--- config.mk ---
export PLATFORM = sky130hd
export DESIGN_NAME = led_blink_driver_flat
export DESIGN_NICKNAME = d
export VERILOG_FILES = /design/src/rtl/led_blink_driver_if.sv /design/src/rtl/led_blink_driver.sv /design/src/flat_wrapper.sv
export SDC_FILE = /design/constraint.sdc
export NUM_CORES = 1
export LEC_CHECK = 0
export ABC_AREA = 1
export BUFFER_PORTS_ARGS = -buffer_cell sky130_fd_sc_hd__buf_2
export CAP_MARGIN = 20
export CORE_UTILIZATION = 55
export DETAILED_ROUTE_END_ITERATION = 16
export GPL_TIMING_DRIVEN = 1
export HOLD_SLACK_MARGIN = 0.03
export PLACE_DENSITY = 0.75
export SYNTH_ARGS = -nofsm -noshare
export SYNTH_HDL_FRONTEND = slang
export SYNTH_SLANG_ARGS = --single-unit
export TNS_END_PERCENT = 20
--- constraint.sdc ---
create_clock -name i_Clk -period 1.8 [get_ports i_Clk]
set_input_delay 0.09 -clock i_Clk [delete_from_list [all_inputs] [get_ports i_Clk]]
set_output_delay 0.09 -clock i_Clk [all_outputs]
set_load 0.005 [all_outputs]
--- src/rtl/led_blink_driver_if.sv ---
// Command/status bundle between a controller and led_blink_driver.
// BLINK_ABORT_EN adds the i_Abort request line.
interface led_blink_driver_if #(
  parameter int COUNT_WIDTH = 4
);
  logic                   i_Start;
  logic [COUNT_WIDTH-1:0] i_Count;
  logic                   o_LED;
  logic                   o_Busy;
  logic                   o_Done;
`ifdef BLINK_ABORT_EN
  logic                   i_Abort;

  modport master (output i_Start, i_Count, i_Abort, input  o_LED, o_Busy, o_Done);
  modport slave  (input  i_Start, i_Count, i_Abort, output o_LED, o_Busy, o_Done);
`else
  modport master (output i_Start, i_Count, input  o_LED, o_Busy, o_Done);
  modport slave  (input  i_Start, i_Count, output o_LED, o_Busy, o_Done);
`endif
endinterface

--- src/rtl/led_blink_driver.sv ---
// Blinks one LED i_Count times with ON_CYCLES/OFF_CYCLES periods, then pulses o_Done.
// Optional BLINK_ABORT_EN: i_Abort cancels a running sequence without o_Done.
module led_blink_driver #(
  parameter int ON_CYCLES   = 12500000,
  parameter int OFF_CYCLES  = 12500000,
  parameter int COUNT_WIDTH = 4
) (
  input  logic               i_Clk,
  input  logic               i_Rst_L,
  led_blink_driver_if.slave  bus
);
  localparam int MAXP = (ON_CYCLES > OFF_CYCLES) ? ON_CYCLES : OFF_CYCLES;
  localparam int CW   = $clog2(MAXP + 1);
  localparam logic [CW-1:0]          ON_LOAD  = CW'(ON_CYCLES);
  localparam logic [CW-1:0]          OFF_LOAD = CW'(OFF_CYCLES);
  localparam logic [CW-1:0]          PER_ONE  = CW'(1);
  localparam logic [COUNT_WIDTH-1:0] REM_ONE  = COUNT_WIDTH'(1);

  typedef enum logic [1:0] {S_IDLE, S_ON, S_OFF, S_DONE} state_t;

  state_t                 state_q, state_d;
  logic [CW-1:0]          per_q, per_d;
  logic [COUNT_WIDTH-1:0] rem_q, rem_d;
  logic                   led_q, busy_q, done_q;
  logic                   abort;

`ifdef BLINK_ABORT_EN
  assign abort = bus.i_Abort;
`else
  assign abort = 1'b0;
`endif

  always_comb begin
    state_d = state_q;
    per_d   = per_q;
    rem_d   = rem_q;
    case (state_q)
      S_IDLE, S_DONE: begin
        state_d = S_IDLE;
        if (bus.i_Start) begin
          rem_d = bus.i_Count;
          if (bus.i_Count == '0) begin
            state_d = S_DONE;
          end else begin
            state_d = S_ON;
            per_d   = ON_LOAD;
          end
        end
      end
      S_ON: begin
        if (abort) begin
          state_d = S_IDLE;
          per_d   = '0;
          rem_d   = '0;
        end else if (per_q == PER_ONE) begin
          state_d = S_OFF;
          per_d   = OFF_LOAD;
        end else begin
          per_d = per_q - PER_ONE;
        end
      end
      S_OFF: begin
        if (abort) begin
          state_d = S_IDLE;
          per_d   = '0;
          rem_d   = '0;
        end else if (per_q == PER_ONE) begin
          // End of one full blink: either finish or relaunch the ON phase.
          rem_d = rem_q - REM_ONE;
          if (rem_q == REM_ONE) begin
            state_d = S_DONE;
            per_d   = '0;
          end else begin
            state_d = S_ON;
            per_d   = ON_LOAD;
          end
        end else begin
          per_d = per_q - PER_ONE;
        end
      end
      default: state_d = S_IDLE;
    endcase
  end

  // Outputs are flopped from the next state so they change exactly with state_q.
  always_ff @(posedge i_Clk or negedge i_Rst_L) begin
    if (!i_Rst_L) begin
      state_q <= S_IDLE;
      per_q   <= '0;
      rem_q   <= '0;
      led_q   <= 1'b0;
      busy_q  <= 1'b0;
      done_q  <= 1'b0;
    end else begin
      state_q <= state_d;
      per_q   <= per_d;
      rem_q   <= rem_d;
      led_q   <= (state_d == S_ON);
      busy_q  <= (state_d == S_ON) || (state_d == S_OFF);
      done_q  <= (state_d == S_DONE);
    end
  end

  assign bus.o_LED  = led_q;
  assign bus.o_Busy = busy_q;
  assign bus.o_Done = done_q;
endmodule
--- src/flat_wrapper.sv ---
// flat-port wrapper written by rule: the top's interface ports become plain ports
module led_blink_driver_flat 
#(
  parameter int ON_CYCLES   = 12500000,
  parameter int OFF_CYCLES  = 12500000,
  parameter int COUNT_WIDTH = 4
)
  (i_Clk, i_Rst_L, bus_i_Start, bus_i_Count, bus_o_LED, bus_o_Busy, bus_o_Done);
  led_blink_driver_if #(.COUNT_WIDTH(COUNT_WIDTH)) bus_i ();
  input  logic i_Clk;
  input  logic i_Rst_L;
  input wire logic [$bits(bus_i.i_Start)-1:0] bus_i_Start;
  input wire logic [$bits(bus_i.i_Count)-1:0] bus_i_Count;
  output wire logic [$bits(bus_i.o_LED)-1:0] bus_o_LED;
  output wire logic [$bits(bus_i.o_Busy)-1:0] bus_o_Busy;
  output wire logic [$bits(bus_i.o_Done)-1:0] bus_o_Done;
  assign bus_i.i_Start = bus_i_Start;
  assign bus_i.i_Count = bus_i_Count;
  assign bus_o_LED = bus_i.o_LED;
  assign bus_o_Busy = bus_i.o_Busy;
  assign bus_o_Done = bus_i.o_Done;
  led_blink_driver #(.ON_CYCLES(ON_CYCLES), .OFF_CYCLES(OFF_CYCLES), .COUNT_WIDTH(COUNT_WIDTH)) u_core (.i_Clk(i_Clk), .i_Rst_L(i_Rst_L), .bus(bus_i));
endmodule
==> impl_metrics.toml, run 1 <==
[final_layout]
multi_input_area_um2 = 1260
seq_area_um2 = 826
fill_cells = 326
diodes = 0
area_delta_synth_final_pct = 18.5
final_net_count = 349
drive_gt1_share_pct = 20.0

[die]
die_x_um = 65.4
core_area_um2 = 3740
start_util_pct = 59.0
row_count = 22
io_pins = 10
die_area_um2 = 4280
fp.dieH_um = 65.4

[setup_path]
cp_slowest_cell = "dfrtp_1"
path_class = "reg -> reg"
cpPeakStageDelay_ns = 0.36
arrival_ns = 1.89
crit_path_start_kind = "register"
crit_buf_inv = 1
end_kind = "register"
crit_required_ns = 1.98
path_delay_family = "simple AND/OR/NAND/NOR gates"
critical_path.cell_chain = "inv_1 > ha_2 > nand3_1 > nor2_2 > nand3_4 > nor2_2 > nand2_1 > nand3_1 > o21ai_2 > ha_1"
crit_fanout = 6

[logic_synthesis]
async_flop_share_pct = 100
synth_edf_count = 0
synth_top_area_share_pct = 37.4
post_synth_num_cell_types = 30
yosysSeqAreaShare_pct = 37.4
synth.most_common_cell = "nand2_1"
syn_area_um2 = 2210
synth_nets = 317
synthTopCellsByArea = "dfrtp_1 (37%), nand2_1 (12%), nor2_1 (7.5%), nand3_1 (6.1%), inv_1 (5.3%)"
synth_area_leader_cell = "dfrtp_1"
ys.flop_type = "dfrtp_1"
synth.avg_cell_area_um2 = 7.32
synthCells = 302
synth_top_cells_by_count = "nand2_1 (70), nor2_1 (44), dfrtp_1 (33)"
yosysWarnings = 0
synth-seq-cells = 33

[global_route]
antenna_found_initial = 0
track_usage_pct = 27.1
overflow = 0
grt_pass1_wl_mm = 8.73
grt_max_degree = 34
first_global_vias = 1959

[drt]
vias_per_cell = 5.42
num_vias = 2077
drt-initial-drc-count = 149
first_pass_iters = 4
wl_per_cell_um = 13.6
drt_wl_total_mm = 5.22
drc_errors = 0
postRouteAntennaNets = 0

[power]
power_uw = 3170
p_leak_uw = 0.00126
ir_drop_mv = 0.622
power_density_nw_per_um2 = 1210

[flow_run]
maxCapViolations = 0

[placed_design]
dp_slack_ns = -0.0150
hpwl_mm = 3.75
port_buffers = 9
place_congestion = 0.863

[cts]
cts.sinks = 33
cts_buffer_depth = 2
cts.clk_slew.worst_paths_ns = 0.07
clk-insertion-delay-late_ns = 0.29
cts_tree = "built"
ctsRootBufferMaster = "clkbuf_8"
cts_made_buffers = 5
cts-htree-levels = 2

[timing]
fin_skew_ns = 0.00876
setup_ws_ns = 0.0835
drv_slew = 0
fmax_ghz = 0.583
hold_violations = 0
fin_crit_sh_pct = 95.4
setup_viol = 0
fin_crit_ns = 1.72
setup_tns_ns = 0
worst_pin_slew_ns = 0.744
slew_headroom_pct = 50.4
rsz0062_at_grt = "true"

[outcome]
status = "complete, no violations"

[min_path]
hp-class = "in -> reg"
## tightest hold or removal path: stages
cell,delay (ns)
buf_2,0.09
nand2_1,0.05
nand2_1,0.06
nand2_1,0.04
o21ai_0,0.06
## where the power goes
group	total [uW]	internal, uW	switching, uW	leakage, uW
combinational	1380	519	863	0.000793
clock	731	451	279	0.0000585
sequential	1060	906	155	0.000410
## area by class of cell
cell class              instances  share of cell area (%)
multi-input cells             230                    48.2
flip-flops and latches         33                    31.5
repair buffers                 31                    8.60
inverters                      33                    4.88
clock buffers                   7                    3.30
well taps                      48                    2.29
clock inverters                 1                    1.15
## state kept, by name (all words and copies together) (netlist names)
name,flops
u_core.rem_q,4
u_core.bus.o_LED,1
u_core.state_q,2
u_core.bus.o_Done,1
u_core.bus.o_Busy,1
u_core.per_q,24
## layer usage
metal  global-route usage, %  share of wire, %  up-vias
met5                       0                 0        -
met4                    10.9               1.3        0
met3                    5.56               4.4        6
met2                    44.5                50       53
met1                    34.8                44      975
li1                        -                 -     1043
## cells in the final DEF, fill, tap and decap left out, types with 2 or more instances in the layout
master     n
buf_2      9
o21ai_1    5
inv_1     30
nand3b_1   2
nand3_2    2
nand2_4    3
o22ai_1    4
nand2_2    3
o21ai_2    2
o21ai_0   16
nand3_1   27
a22oi_1    2
dfrtp_1   33
buf_4     20
nand4_1    7
inv_2      2
nor2_1    41
nor2_4     6
a21oi_1   12
nor2_2     6
nand2_1   69
ha_1       7
clkbuf_8   6
xor2_1     8
## repair_timing
item                       CTS  global route
hold buffers                 1             0
pin swaps                    0             4
resized for setup            1            12
setup endpoints to repair    1            22
buffers inserted             0             3
hold endpoints to repair    33             0
## path summary, 6_finish.rpt
path,endpoint,slack [ns],start,depth (start not counted)
max,u_core.bus.o_Busy,0.08,u_core.per_q[1],10
min,u_core.rem_q[2],0.13,bus_i_Count[2],5
max reg2reg,u_core.bus.o_Busy,0.08,u_core.per_q[1],10
min reg2reg,u_core.per_q[0],0.54,u_core.per_q[0],1
max in group asynchronous,u_core.per_q[4],0.93,i_Rst_L,2
min in group asynchronous,u_core.per_q[16],0.40,i_Rst_L,2
## stage by stage
stage          instance area, um^2  utilization, %  hold slack, ns  std cells
6_report                      2620            69.9           0.130        383
3_5_place_dp                  2410            64.3           0.208        371
2_1_floorplan                 2210               -          -0.206        302
4_1_cts                       2530            67.7           0.126        380
5_1_grt                       2620            69.9           0.139        383
3_3_place_gp                  2410            64.3           0.195        371
## kinds of logic after synthesis
kind of cell    count (synthesis)  synth area share (%)
simple gates                  170                  36.0
compound gates                 43                  11.0
buf+inv                        39                  7.47
flops                          33                  37.4
xor+xnor                        9                  3.57
fa+ha+maj                       8                  4.53
No activity file was read; power rests on OpenSTA's default activity.
==> run 2: changes to the inputs <==
--- a/config.mk
+++ b/config.mk
@@ -12,7 +12,7 @@
 export DETAILED_ROUTE_END_ITERATION = 16
 export GPL_TIMING_DRIVEN = 1
 export HOLD_SLACK_MARGIN = 0.03
-export PLACE_DENSITY = 0.75
+export PLACE_DENSITY = 0.72
 export SYNTH_ARGS = -nofsm -noshare
 export SYNTH_HDL_FRONTEND = slang
 export SYNTH_SLANG_ARGS = --single-unit
==> run 2 against run 1 <==
Against the previous run: maximum frequency increased by 1.7%; total power decreased by 2.9%; sequential power about the same; clock-buffer cell count unchanged; sequential share of layout area decreased by 0.34 points; core utilization increased by 0.97 points; design area increased by 1.4%; critical path depth decreased by 1; worst hold slack improved by 0.011 ns; sequential cell count unchanged; first-iteration DRC count decreased by 19%; register-to-register slack improved by 0.03 ns; critical path type unchanged; largest power group unchanged.
==> impl_metrics.toml, run 2 (synthesis gave the netlist of run 1 again) <==
[outcome]
status = "complete, no violations"

[final_layout]
drive_gt1_share_pct = 24.1
multi_input_area_um2 = 1290
fill_cells = 319
seq_area_um2 = 828
layout_common_cells = "nand2_1 (69), nor2_1 (38), dfrtp_1 (31), inv_1 (27), buf_4 (27)"
final_net_count = 355
largest_reg_flops = 24
mostFrequentLayoutCell = "nand2_1"
diodes = 0
area_delta_synth_final_pct = 20.1
layout.cells.non_filler = 388
reg.largest.list = "u_core.per_q: 24 flops, u_core.rem_q: 4 flops, u_core.state_q: 2 flops"
top_register = "u_core.per_q"

[global_route]
track_usage_pct = 27.6
first_global_vias = 2016
grt_pass1_wl_mm = 8.84
overflow = 0
grt_max_degree = 34
antenna_found_initial = 0

[timing]
hold_violations = 0
fin_crit_ns = 1.69
fin_skew_ns = 0.00984
setup_tns_ns = 0
drv_slew = 0
rsz0062_at_grt = "true"
fmax_ghz = 0.593
fin_crit_sh_pct = 93.8
worst_pin_slew_ns = 0.753
setup_viol = 0
slew_headroom_pct = 49.8

[drt]
postRouteAntennaNets = 0
drt_wl_total_mm = 5.19
vias_per_cell = 5.24
drc_errors = 0
num_vias = 2033
drt-initial-drc-count = 121
wl_per_cell_um = 13.4
first_pass_iters = 4

[setup_path]
end_kind = "register"
path_class = "reg -> reg"
crit_path_frequent_cell = "nand2_1"
cp_slowest_cell = "dfrtp_1"
arrival_ns = 1.85
rrSetupSlack_ns = 0.11
path_delay_family = "simple AND/OR/NAND/NOR gates"
cpPeakStageDelay_ns = 0.44
crit_buf_inv = 0
crit_required_ns = 1.96
crit_path_start_kind = "register"
crit_fanout = 6
critical_path.cell_chain = "nor2_4 > nand2_1 > nor2_2 > nand3_4 > nor2_1 > nand2_1 > nand3_1 > o21ai_2 > ha_1"

[die]
row_count = 22
fp.dieH_um = 65.4
io_pins = 10
start_util_pct = 59.0
die_x_um = 65.4
die_area_um2 = 4280
core_area_um2 = 3740

[placed_design]
place_congestion = 0.863
hpwl_mm = 3.75
dpl.cell_count = 375
port_buffers = 9

[cts]
cts.sinks = 33
ctsRootBufferMaster = "clkbuf_8"
cts.clk_slew.worst_paths_ns = 0.07
cts_made_buffers = 5
clk-insertion-delay-late_ns = 0.28
cts_tree = "built"
cts_buffer_depth = 2
cts-htree-levels = 2

[power]
power_density_nw_per_um2 = 1160
ir_drop_mv = 0.681
p_leak_uw = 0.00127

[min_path]
hp-class = "in -> reg"

[flow_run]
maxCapViolations = 0
run 2: cell types whose count changed in the layout (fill, tap and decap cells not counted), sizes merged:
cell    delta
bufinv     -1
buf        +6
run 2: layout make-up:
type	instances	share of cell area [%]
multi-input combinational	230	48.8
sequential	33	31.2
timing repair buffer	37	9.71
inverter	33	4.81
clock buffer	7	3.25
tap	48	2.26
run 2: metrics by stage:
step,total power [uW],setup WS (ns),cell area [um^2],utilization [%],hold WS [ns]
after global routing,3320,-0.0282,2650,70.9,0.156
after CTS,2990,0.00449,2540,67.9,0.134
after detailed placement,2410,-0.0572,2440,65.1,0.207
after global placement,2390,-0.0147,2440,65.1,0.204
after floorplan,1960,0.0562,2210,-,-0.206
final,3080,0.112,2650,70.9,0.141
run 2: tightest hold or removal path, delay by kind of cell:
| kind | cells | cell delay [ns] |
|---|---|---|
| buf+inv | 1 | 0.09 |
| compound gates | 1 | 0.06 |
| simple gates | 3 | 0.14 |
run 2: final timing paths:
check / start / endpoint / cells after the start
worst max register to register: u_core.per_q[6] / u_core.bus.o_Busy / 9
min in group asynchronous: i_Rst_L / u_core.per_q[3] / 2
max in group asynchronous: i_Rst_L / u_core.per_q[21] / 2
worst min register to register: u_core.per_q[0] / u_core.per_q[0] / 1
worst min-delay path: bus_i_Count[2] / u_core.rem_q[2] / 5
worst max-delay path: u_core.per_q[6] / u_core.bus.o_Busy / 9
run 2: layer usage:
metal	part of all wire [%]	global-route usage [%]	vias up
met3	3.0	4.34	5
met2	49	45.6	34
met4	0.96	10.6	0
li1	-	-	1054
met5	0	0	-
met1	47	36.0	940
run 2: report_power, final:
group	switching [uW]	internal [uW]	leakage, uW
Combinational	860	573	0.000817
Clock	265	303	0.0000443
Sequential	172	908	0.000408
Total	1300	1780	0.00127
run 2: what timing repair did:
item / CTS / global route
gates cloned: 0 / 0
setup endpoints to repair: 1 / 23
pin swaps: 1 / 5
setup buffers: 0 / 5
endpoints found under the hold margin: 33 / 0
hold buffers: 1 / 0
gates resized for setup: 3 / 23
==> run 3: changes to the inputs <==
--- a/config.mk
+++ b/config.mk
@@ -5,14 +5,14 @@
 export SDC_FILE = /design/constraint.sdc
 export NUM_CORES = 1
 export LEC_CHECK = 0
-export ABC_AREA = 1
+export ABC_AREA = 0
 export BUFFER_PORTS_ARGS = -buffer_cell sky130_fd_sc_hd__buf_2
 export CAP_MARGIN = 20
 export CORE_UTILIZATION = 55
 export DETAILED_ROUTE_END_ITERATION = 16
 export GPL_TIMING_DRIVEN = 1
 export HOLD_SLACK_MARGIN = 0.03
-export PLACE_DENSITY = 0.72
+export PLACE_DENSITY = 0.73
 export SYNTH_ARGS = -nofsm -noshare
 export SYNTH_HDL_FRONTEND = slang
 export SYNTH_SLANG_ARGS = --single-unit
==> run 3 against run 2 <==
Against the previous run: the flow now finishes with violations (setup timing); critical path depth shrank 4; clock power shrank 20%; register-to-register slack lost 0.44 ns; largest power group unchanged; maximum frequency shrank 21%; global-route usage grew 1.9 points; final cell count shrank 14%; worst hold slack lost 0.029 ns; worst setup slack lost 0.44 ns; routed wire length grew 13%; core utilization grew 13 points; clock skew grew 0.0016 ns; area after synthesis shrank 9.2%.
==> impl_metrics.toml, run 3 <==
[logic_synthesis]
synth_nets = 237
async_flop_share_pct = 100
yosysSeqAreaShare_pct = 41.1
synth.most_common_cell = "dfrtp_1"
synth.avg_cell_area_um2 = 9.04
synth_top_area_share_pct = 41.1
yosysWarnings = 0
syn_area_um2 = 2010
synthCells = 222
synth-seq-cells = 33
synth_edf_count = 0
post_synth_num_cell_types = 50
synth_top_cells_by_count = "dfrtp_1 (33), nor2_1 (23), nor3_1 (20)"
synthTopCellsByArea = "dfrtp_1 (41%), ha_1 (5.0%), nor3_1 (5.0%), nor2_1 (4.3%), a21oi_1 (3.7%)"
ys.flop_type = "dfrtp_1"
synth_area_leader_cell = "dfrtp_1"

[drt]
drt-initial-drc-count = 174
dr_wl_met2_mm = 3.04
num_vias = 2105
wl_met1_mm = 2.45
drc_errors = 0
highest_layer = "met4"
postRouteAntennaNets = 0
met3WireLength_um = 305
wl_per_cell_um = 17.7
first_pass_iters = 4
drt_wl_total_mm = 5.89
vias_per_cell = 6.32

[placed_design]
port_buffers = 9
dpl.cell_count = 319
hpwl_mm = 3.85
place_congestion = 0.820
dpl_cell_area_um2 = 2520

[power]
ir_drop_mv = 0.781
internal_power_uw = 2050
p_switching_uw = 1460
power_density_nw_per_um2 = 1220
p_leak_uw = 0.00122
combPwrFrac_pct = 52.5
pwr-share-seq_pct = 34.6
pwr-share-clk_pct = 13.0
power_switching_share_pct = 41.5

[outcome]
violations = "setup timing"
status = "finished, violations left"

[global_route]
first_global_vias = 2106
overflow = 0
grt_max_degree = 34
grt_pass1_wl_mm = 9.29
antenna_found_initial = 0
track_usage_pct = 29.5

[cts]
clk-insertion-delay-late_ns = 0.34
cts_buffer_depth = 2
cts.clk_slew.worst_paths_ns = 0.11
cts_made_buffers = 5
ctsRootBufferMaster = "clkbuf_4"
cts_tree = "built"
cts.sinks = 33
cts-htree-levels = 2

[die]
core_area_um2 = 3420
row_count = 21
start_util_pct = 58.8
io_pins = 10
fp.dieH_um = 62.4
die_x_um = 62.4
die_area_um2 = 3890

[timing]
rsz0062_at_grt = "true"
setup_ws_ns = -0.323
hold_ws_ns = 0.112
fin_skew_ns = 0.0114
fmax_ghz = 0.471
drv_slew = 0
hold_violations = 0
fin_crit_ns = 2.12
fin_crit_sh_pct = 118
setup_viol = 30
worst_pin_slew_ns = 0.754
slew_headroom_pct = 49.7

[min_path]
hp-class = "in -> reg"

[final_layout]
mostFrequentLayoutCell = "buf_4"
diodes = 0
layout.cells.non_filler = 333
fill_cells = 187
layout_common_cells = "buf_4 (51), dfrtp_1 (32), nor2_1 (22), nor3_1 (13), buf_2 (10)"
final_net_count = 301
top_register = "u_core.per_q"
area_delta_synth_final_pct = 42.6
largest_reg_flops = 24
drive_gt1_share_pct = 42.9
reg.largest.list = "u_core.per_q: 24 flops, u_core.rem_q: 4 flops, u_core.state_q: 2 flops"
stdcell_area_um2 = 2860

[setup_path]
crit_path_start_kind = "register"
crit_fanout = 5
critical_path.cell_chain = "or4_4 > or4_4 > nor3_4 > nor3_2 > nor4_2"
arrival_ns = 2.38
crit_required_ns = 2.05
crit_path_frequent_cell = "or4_4"
cp_slowest_cell = "or4_4"
end_kind = "register"
cpPeakStageDelay_ns = 0.57
path_class = "reg -> reg"

[flow_run]
maxCapViolations = 0
==> run 3: layer usage <==
metal / up-vias / GRT usage (%)
met3: 14 / 4.93
met2: 74 / 54.2
li1: 977 / -
met4: 0 / 7.56
met1: 1040 / 35.4
met5: - / 0
==> run 3: kinds of logic (layout without fill, tap and decap cells) <==
family | after synthesis | after routing | synth area share [%]
simple gates | 97 | 97 | 27.5
buf+inv | 19 | 84 | 4.36
mux | 2 | 2 | 0.998
fa+ha+maj | 8 | 8 | 4.99
compound gates | 62 | 62 | 20.6
xor+xnor | 1 | 1 | 0.436
flops | 33 | 33 | 41.1
==> run 3: path summary, 6_finish.rpt <==
kind | startpoint | to | slack (ns) | cells after the start
setup / recovery | u_core.per_q[15] | u_core.per_q[18] | -0.32 | 5
hold / removal | bus_i_Count[2] | u_core.rem_q[2] | 0.11 | 3
setup reg to reg | u_core.per_q[15] | u_core.per_q[18] | -0.32 | 5
hold reg to reg | u_core.per_q[7] | u_core.per_q[7] | 0.56 | 1
max in group asynchronous | i_Rst_L | u_core.per_q[17] | 0.94 | 2
min in group asynchronous | i_Rst_L | u_core.per_q[9] | 0.34 | 2
==> run 3: cell type report <==
cell class | count | area [um^2] | share of cell area (%)
Sequential cell | 33 | 827 | 28.9
Inverter | 7 | 26.3 | 0.918
Multi-Input combinational cell | 170 | 1370 | 47.8
Tap cell | 46 | 57.6 | 2.01
Timing Repair Buffer | 69 | 526 | 18.4
Clock buffer | 8 | 58.8 | 2.05
==> run 3: repair_timing <==
| action | in CTS | in global routing |
|---|---|---|
| hold buffers | 1 | 0 |
| pin swaps | 10 | 22 |
| endpoints found under the setup margin | 33 | 33 |
| setup buffers | 2 | 2 |
| cloned | 0 | 1 |
| resized for setup | 20 | 41 |
| hold endpoints to repair | 33 | 0 |
==> run 3: power groups by stage <==
stage          Clock, uW  Combinational (uW)  Sequential [uW]
2_1_floorplan          0                 899             1210
3_3_place_gp           0                1500             1180
3_5_place_dp           0                1580             1200
4_1_cts              464                1670             1180
5_1_grt              494                2000             1240
6_report             455                1840             1210
==> run 3: per-stage QoR <==
step                power (uW)  utilization [%]  setup TNS, ns  setup slack (ns)
detailed placement        2780             73.7          -5.21            -0.357
global placement          2680             73.7          -4.45            -0.260
floorplan                 2110                -          -3.17            -0.358
global route              3730             83.8          -7.00            -0.432
finish                    3510             83.8          -4.43            -0.323
CTS                       3320             78.4          -3.32            -0.297
==> run 3: worst max-delay path, delay by kind of cell, from the launching register on <==
kind	cells	cell delay, ns
DFF	1	0.46
and+or+nand+nor	5	1.55
